<file path="src/rtl/fir_sched.sv">
// fir_sched: ring-buffer FIR sequencer (write sample, read M taps newest-first, MAC, output).
// Optional macro FIR_SAT_EN: clamp the shifted accumulator instead of wrapping it.
module fir_sched #(
    parameter int M         = 23,
    parameter int ADDR_SIZE = 5,
    parameter int DATA_SIZE = 16,
    parameter int COEF_SIZE = 16,
    parameter int SHIFT     = 15
) (
    input  logic                        clk,
    input  logic                        rst,
    input  logic                        start,
    input  logic signed [DATA_SIZE-1:0] di,
    output logic                        ready,
    output logic                        done,
    output logic signed [DATA_SIZE-1:0] filt_out,
    output logic                        bram_en,
    output logic                        bram_we,
    output logic        [ADDR_SIZE-1:0] bram_addr,
    output logic signed [DATA_SIZE-1:0] bram_do,
    input  logic signed [DATA_SIZE-1:0] bram_di,
    output logic        [ADDR_SIZE-1:0] coef_addr,
    input  logic signed [COEF_SIZE-1:0] coef_di
);
    localparam int PROD_W = DATA_SIZE + COEF_SIZE;
    localparam int ACC_W  = PROD_W + ADDR_SIZE;
    localparam int CNT_W  = ADDR_SIZE + 1;
    localparam logic [ADDR_SIZE-1:0] LAST = ADDR_SIZE'(M - 1);
    localparam logic [CNT_W-1:0]     TAPS = CNT_W'(M);
`ifdef FIR_SAT_EN
    localparam logic signed [ACC_W-1:0] SAT_MAX = {{(ACC_W-DATA_SIZE+1){1'b0}}, {(DATA_SIZE-1){1'b1}}};
    localparam logic signed [ACC_W-1:0] SAT_MIN = {{(ACC_W-DATA_SIZE+1){1'b1}}, {(DATA_SIZE-1){1'b0}}};
`endif

    typedef enum logic [2:0] {IDLE, WRITE, READ, DRAIN, FIN, DONE} state_t;

    state_t                      state;
    logic        [ADDR_SIZE-1:0] head;
    logic        [ADDR_SIZE-1:0] rd_ptr;
    logic        [CNT_W-1:0]     fill;
    logic        [CNT_W-1:0]     k;
    logic                        vld_p0, mask_p0;
    logic                        vld_p1, mask_p1;
    logic signed [PROD_W-1:0]    prod_p1;
    logic signed [ACC_W-1:0]     acc;

    function automatic logic [ADDR_SIZE-1:0] ptr_dec(input logic [ADDR_SIZE-1:0] p);
        return (p == '0) ? LAST : p - ADDR_SIZE'(1);
    endfunction

    function automatic logic signed [DATA_SIZE-1:0] reduce(input logic signed [ACC_W-1:0] a);
`ifdef FIR_SAT_EN
        logic signed [ACC_W-1:0] s;
        s = a >>> SHIFT;
        if (s > SAT_MAX) return {1'b0, {(DATA_SIZE-1){1'b1}}};
        if (s < SAT_MIN) return {1'b1, {(DATA_SIZE-1){1'b0}}};
        return s[DATA_SIZE-1:0];
`else
        return DATA_SIZE'(a >>> SHIFT);
`endif
    endfunction

    always_ff @(posedge clk) begin
        if (rst) begin
            state     <= IDLE;
            ready     <= 1'b1;
            done      <= 1'b0;
            filt_out  <= '0;
            bram_en   <= 1'b0;
            bram_we   <= 1'b0;
            bram_addr <= '0;
            bram_do   <= '0;
            coef_addr <= '0;
            head      <= '0;
            fill      <= '0;
            k         <= '0;
            rd_ptr    <= '0;
            vld_p0    <= 1'b0;
        end else begin
            vld_p0 <= 1'b0;
            case (state)
                IDLE: begin
                    if (start) begin
                        ready     <= 1'b0;
                        bram_en   <= 1'b1;
                        bram_we   <= 1'b1;
                        bram_addr <= head;
                        bram_do   <= di;
                        state     <= WRITE;
                    end
                end
                WRITE: begin
                    // tap 0 reads back the sample just written
                    bram_we   <= 1'b0;
                    bram_addr <= head;
                    rd_ptr    <= ptr_dec(head);
                    coef_addr <= '0;
                    k         <= CNT_W'(1);
                    vld_p0    <= 1'b1;
                    state     <= READ;
                end
                READ: begin
                    if (k == TAPS) begin
                        bram_en <= 1'b0;
                        state   <= DRAIN;
                    end else begin
                        bram_addr <= rd_ptr;
                        rd_ptr    <= ptr_dec(rd_ptr);
                        coef_addr <= k[ADDR_SIZE-1:0];
                        k         <= k + CNT_W'(1);
                        vld_p0    <= 1'b1;
                    end
                end
                DRAIN: state <= FIN;
                FIN: begin
                    filt_out <= reduce(acc);
                    done     <= 1'b1;
                    state    <= DONE;
                end
                DONE: begin
                    done  <= 1'b0;
                    ready <= 1'b1;
                    head  <= (head == LAST) ? '0 : head + ADDR_SIZE'(1);
                    if (fill != TAPS) fill <= fill + CNT_W'(1);
                    state <= IDLE;
                end
                default: state <= IDLE;
            endcase
        end
    end

    // p0: read issued; taps beyond the samples accepted so far are masked
    always_ff @(posedge clk) begin
        mask_p0 <= (state == READ) && (k > fill);
    end

    // p1: BRAM data and coefficient are present
    always_ff @(posedge clk) begin
        mask_p1 <= mask_p0;
        if (rst) vld_p1 <= 1'b0;
        else     vld_p1 <= vld_p0;
    end

    assign prod_p1 = PROD_W'(bram_di) * PROD_W'(coef_di);

    always_ff @(posedge clk) begin
        if (rst)                       acc <= '0;
        else if (state == IDLE && start) acc <= '0;
        else if (vld_p1 && !mask_p1)   acc <= acc + ACC_W'(prod_p1);
    end
endmodule

</file>
<file path="config.mk">
export PLATFORM = sky130hd
export DESIGN_NAME = fir_sched
export DESIGN_NICKNAME = d
export VERILOG_FILES = /design/src/rtl/fir_sched.sv
export SDC_FILE = /design/constraint.sdc
export NUM_CORES = 1
export LEC_CHECK = 0
export CAP_MARGIN = 10
export CORE_ASPECT_RATIO = 2
export CORE_MARGIN = 3
export CORE_UTILIZATION = 55
export CTS_BUF_LIST = sky130_fd_sc_hd__clkbuf_4
export DETAILED_ROUTE_END_ITERATION = 16
export PLACE_DENSITY = 0.87
export SYNTH_ARGS = -nofsm -noshare
export SYNTH_HDL_FRONTEND = slang
export SYNTH_SLANG_ARGS = --single-unit
</file>
<file path="constraint.sdc">
create_clock -name clk -period 6.6 [get_ports clk]
set_input_delay 1.32 -clock clk [delete_from_list [all_inputs] [get_ports clk]]
set_output_delay 1.32 -clock clk [all_outputs]
set_load 0.005 [all_outputs]
</file>
==> out/results.tsv, run 1 <==
metric	value	unit
Vias	12577	
Post-Syn Area	14800	um2
Final #Nets	2344	
synthesized area per cell	8.80	um2
Clock Sinks	106	
vias per inst	5.59	
Netlist cell types	55	
HP Start	mask_p0	
drt wl/cell	19.0	um
DP Cell Count	2210	
Worst slew margin	32.9	%
Max clock buf depth	2	
post-layout min period	6570	ps
antenna viol nets, final	0	
standard-cell rows	84	
Placeable Area	26400	um2
largest net degree at the start of global routing	69	
hpwl dp	32600	um
Max Slew Vio Count	0	
Cells after Synth	1680	
crit-path max FO	10	
area leader, netlist	fa_1	
Yosys warning total	0	
Period Utilization, post-route	99.5	%
Required @ worst endpoint	6940	ps
Starting DRT DRC Count	806	
I/O pin count	97	
CTS H-tree depth	3	
asr flop ratio synth	0	%
Port Buffers	96	
share of cells above drive strength 1	15.4	%
Hold Slack	345	ps
CTS Buf Count	9	
# DRC	0	
status	complete, no violations	
Fin. Hold Viols	0	
post-synth top area share	38.6	%
number of synthesized register bits	106	
Primary FF master, synth	dfxtp_1	
CTS tree	built	
Clk Latency, worst-skew pair	480	ps
Crit. End Element	register	
Finished Layout Cells	2251	
area growth from synthesis to final layout	20.8	%
drt first pass iters	6	
initial core utilization	56.1	%
fmax	152	MHz
main area contributors after synthesis	fa_1 (39%), dfxtp_1 (14%), ha_1 (9.1%)	
setup violators final	0	
full die area	29000	um2
total of max-cap violations	0	
Slew @ Worst Pin	1000	ps
Clock Pin Slew Worst Setup and Hold Paths	160	ps
Congestion Overflow GR	0	
Data arrival, critical path	6910	ps
drt total wl	42700	um
routability cong.	0.993	
CP startpoint kind	primary input	
Tot GR Track Use	28.6	%
# fillers	1845	
worst r2r src	acc[15]	
EDFF count, synth	0	
CP Launch Point	bram_di[12]	
post-synthesis sequential area ratio	14.4	%
die width	122	um
Sum Neg Setup Slack	0	ps
crit path kind	primary input to register	
worst hold path class	register to register	
cts hold-fix bufs	0	
Worst Skew	26.9	ps
antenna violations before repair	0	
syn nets	2123	
vias in the first global route	13831	
first-pass GRT wire length	65900	um
clock root buffer	clkbuf_4	
chip height	238	um
-- stage by stage --
stage               setup WS, ps  area [um2]  util, %
finish                      31.2       17900     67.7
global route                -148       17900     67.7
CTS                        0.560       17600     66.6
detailed placement          -823       17300     65.4
global placement            -700       17300     65.4
floorplan                   9.62       14800        -
-- placed cells by master, fill, tap and decap left out, types with 9 or more instances in the layout --
cell	count
a211oi_1	9
a21oi_1	81
clkbuf_2	19
nand2_1	245
dfxtp_1	106
clkbuf_4	12
buf_4	148
fa_1	274
and2_1	111
xor2_1	15
nor2_1	71
o21a_1	9
ha_1	98
buf_6	12
o21ai_0	26
nand2b_1	9
and2_4	10
clkdlybuf4s50_1	64
inv_1	345
xnor2_1	31
a21o_1	10
nor3_1	16
nand3b_1	10
buf_12	12
fa_2	11
nand3_1	17
-- synth_stat cells (10+ instances only) --
cell type	n
inv_1	354
fa_1	285
nand2_1	251
and2_1	121
ha_1	107
dfxtp_1	106
a21oi_1	87
nor2_1	74
clkbuf_1	59
xnor2_1	31
o21ai_0	27
nand3_1	19
nor3_1	18
xor2_1	15
a211oi_1	10
a21o_1	10
nand3b_1	10
-- critical path, stage by stage --
cell and delay (ps):
dlygate4sd2_1 240, buf_12 150, buf_4 140, nand2_1 100, fa_1 570, inv_1 70, fa_1 500, fa_1 620
fa_1 460, fa_1 520, inv_1 70, fa_1 510, inv_1 80, ha_4 280, nand2_1 60, buf_4 140
nor2_2 110, nand3_2 120, a211oi_4 240, buf_6 160, buf_4 110, o21a_1 100, nor3_1 50, a21oi_1 130
nor2_1 50
-- flip-flops by register name, indices dropped and copies added, names as in the netlist --
register,flops
acc,31
bram_do,16
filt_out,16
fill,6
k,6
bram_addr,5
coef_addr,5
head,5
rd_ptr,5
state,3
bram_en,1
bram_we,1
done,1
mask_p0,1
mask_p1,1
ready,1
vld_p0,1
vld_p1,1
-- routing by layer --
metal	GRT usage, %	vias up	part of all wire, %
li1	-	5536	-
met1	28.1	6131	30
met2	53.8	619	54
met3	4.74	291	6.2
met4	18.7	0	9.8
met5	0	-	0
-- final timing paths --
path              endpoint  slack [ps]  depth (start not counted)
setup / recovery   acc[26]          30                         25
hold / removal     mask_p1         340                          0
setup reg to reg   acc[19]        1400                         19
hold reg to reg    mask_p1         340                          0
-- cell families (layout without fill, tap and decap cells) --
| family | after synthesis | after routing | share of synthesized area, % |
|---|---|---|---|
| AND/OR/NAND/NOR | 535 | 535 | 17.0 |
| other | 0 | 1 | 0 |
| adder cells (fa/ha/maj) | 392 | 392 | 47.6 |
| multiplexers | 1 | 1 | 0.0677 |
| XOR/XNOR | 46 | 46 | 2.72 |
| AO/OA/AOI/OAI | 182 | 182 | 7.58 |
| buffers and inverters | 418 | 644 | 10.6 |
| flip-flops | 106 | 106 | 14.4 |
-- repair_timing --
item	CTS	global route
setup endpoints to repair	14	15
gates cloned	1	4
gates resized for setup	55	102
setup buffers	8	12
pin swaps	28	53
-- cell type report --
cell class	instances	area [um2]	area share, %
multi-input cells	1156	11400	63.9
repair buffers	274	2440	13.7
flip-flops and latches	106	2120	11.9
inverters	354	1330	7.46
well taps	344	430	2.41
clock buffers	10	75.1	0.420
clock inverters	6	43.8	0.245
diodes	1	2.50	0.0140
Power of run 1 is left out: the tool's default activity adds up to more than one toggle a clock period on the data nets, which glitch-free logic cannot reach.
==> run 2, diff against run 1 <==
Settings changed: RECOVER_POWER set to 100.
==> run 2 against run 1 <==
  * Sequential share of layout area about the same
  * The flow now finishes with violations (capacitance limit, slew limit)
  * Non-clock buffer count unchanged
  * Largest cell class unchanged
  * First-iteration DRC count decreased by 6.6%
  * Worst setup slack got worse by 5.5 ps
  * Highest routed layer unchanged
  * Critical path depth unchanged
  * Global-route usage unchanged
  * Worst hold slack about the same
==> out/results.tsv, run 2 (synthesis gave the netlist of run 1 again) <==
metric	value	unit
first-pass GRT wire length	65900	um
drt wl/cell	19.0	um
Period Utilization, post-route	99.6	%
area of the multi-input gates	11400	um2
total of max-cap violations	1	
Worst Skew	25.2	ps
failing checks	capacitance limit, slew limit	
Congestion Overflow GR	0	
# DRC	0	
post-layout min period	6570	ps
crit path kind	primary input to register	
share of cells above drive strength 1	15.1	%
Hold Slack	345	ps
CP peak stage delay	620	ps
area growth from synthesis to final layout	20.6	%
routability cong.	0.993	
CP startpoint kind	primary input	
Port Buffers	96	
worst hold path class	register to register	
Worst slew margin	-92.5	%
full die area	29000	um2
Sum Neg Setup Slack	0	ps
drt first pass iters	5	
Data arrival, critical path	6920	ps
antenna viol nets, final	0	
Biggest register	acc	
# diodes	0	
Clk Latency, worst-skew pair	480	ps
hpwl dp	32600	um
setup violators final	0	
CTS H-tree depth	3	
I/O pin count	97	
chip height	238	um
cell family with most CP delay	adder cells	
largest registers	acc x31, bram_do x16, filt_out x16	
status	finished with violations	
Starting DRT DRC Count	753	
Tot GR Track Use	28.6	%
crit-path max FO	10	
die width	122	um
most frequent cells in the layout	inv_1 (345), fa_1 (274), nand2_1 (245), buf_4 (142), and2_1 (107)	
worst path bufs/invs	9	
Placeable Area	26400	um2
Crit. End Element	register	
worst-case reg-to-reg path depth	19	
clock root buffer	clkbuf_4	
initial core utilization	56.1	%
cts hold-fix bufs	0	
post-route cell area	17800	um2
Fin. Hold Viols	0	
Worst path most repeated cell	fa_1	
fmax	152	MHz
Clock Pin Slew Worst Setup and Hold Paths	160	ps
antenna violations before repair	0	
Required @ worst endpoint	6940	ps
Stages on worst setup path	25	
max reg flops	31	
Clock Sinks	106	
vias in the first global route	13831	
vias per inst	5.61	
Slew @ Worst Pin	2890	ps
Placement Cell Area	17300	um2
# fillers	1847	
standard-cell rows	84	
FF+latch area	2120	um2
Vias	12632	
CTS tree	built	
Max Slew Vio Count	69	
drt total wl	42800	um
largest net degree at the start of global routing	69	
Final #Nets	2344	
WHS Path Cells	0	
CTS Buf Count	9	
Slowest cell on crit path	fa_1	
Max clock buf depth	2	
commonest non-fill, non-tap cell in the layout	inv_1	
-- run 2: per-stage QoR --
stage | utilization [%] | cells | setup WS (ps)
floorplan | - | 1680 | 9.62
global placement | 65.4 | 2210 | -700
detailed placement | 65.4 | 2210 | -823
CTS | 66.6 | 2235 | 0.560
global route | 67.6 | 2250 | -148
finish | 67.6 | 2250 | 25.7
-- run 2: path summary, 6_finish.rpt --
kind / start / to / slack [ps]
worst min register to register: mask_p0 / mask_p1 / 340
worst min-delay path: mask_p0 / mask_p1 / 340
worst max-delay path: bram_di[12] / acc[26] / 30
worst max register to register: acc[15] / acc[19] / 1400
-- run 2: layer usage --
metal | routed length [um] | track usage, % | up-vias | part of all wire, %
li1 | - | - | 5533 | -
met1 | 12900 | 28.1 | 6156 | 30
met2 | 23000 | 53.8 | 657 | 54
met3 | 2810 | 4.74 | 286 | 6.6
met4 | 4190 | 18.7 | 0 | 9.8
met5 | 0 | 0 | - | 0
-- run 2: cell type report --
class / count / share of cell area (%)
Inverter: 354 / 7.47
Clock inverter: 6 / 0.245
Timing Repair Buffer: 274 / 13.6
Multi-Input combinational cell: 1156 / 64.0
Tap cell: 344 / 2.41
Clock buffer: 10 / 0.421
Sequential cell: 106 / 11.9
-- run 2: worst reg2reg max path, stage by stage, from the launching register on --
cell,delay (ps)
dfxtp_1,460
inv_1,90
fa_1,510
inv_1,50
fa_1,520
fa_1,450
fa_1,550
inv_1,60
fa_1,500
inv_2,60
ha_4,210
a21o_1,180
a31o_2,220
a221o_1,400
buf_4,160
o21a_1,190
o21a_1,180
nor3_1,120
nand3b_1,120
a21oi_1,60
-- run 2: what timing repair did --
action,in CTS,in global routing
setup endpoints to repair,14,15
resized for setup,55,102
buffers inserted,8,12
gates cloned,1,4
pin swaps,28,53
Power of run 2 is left out for the same reason.
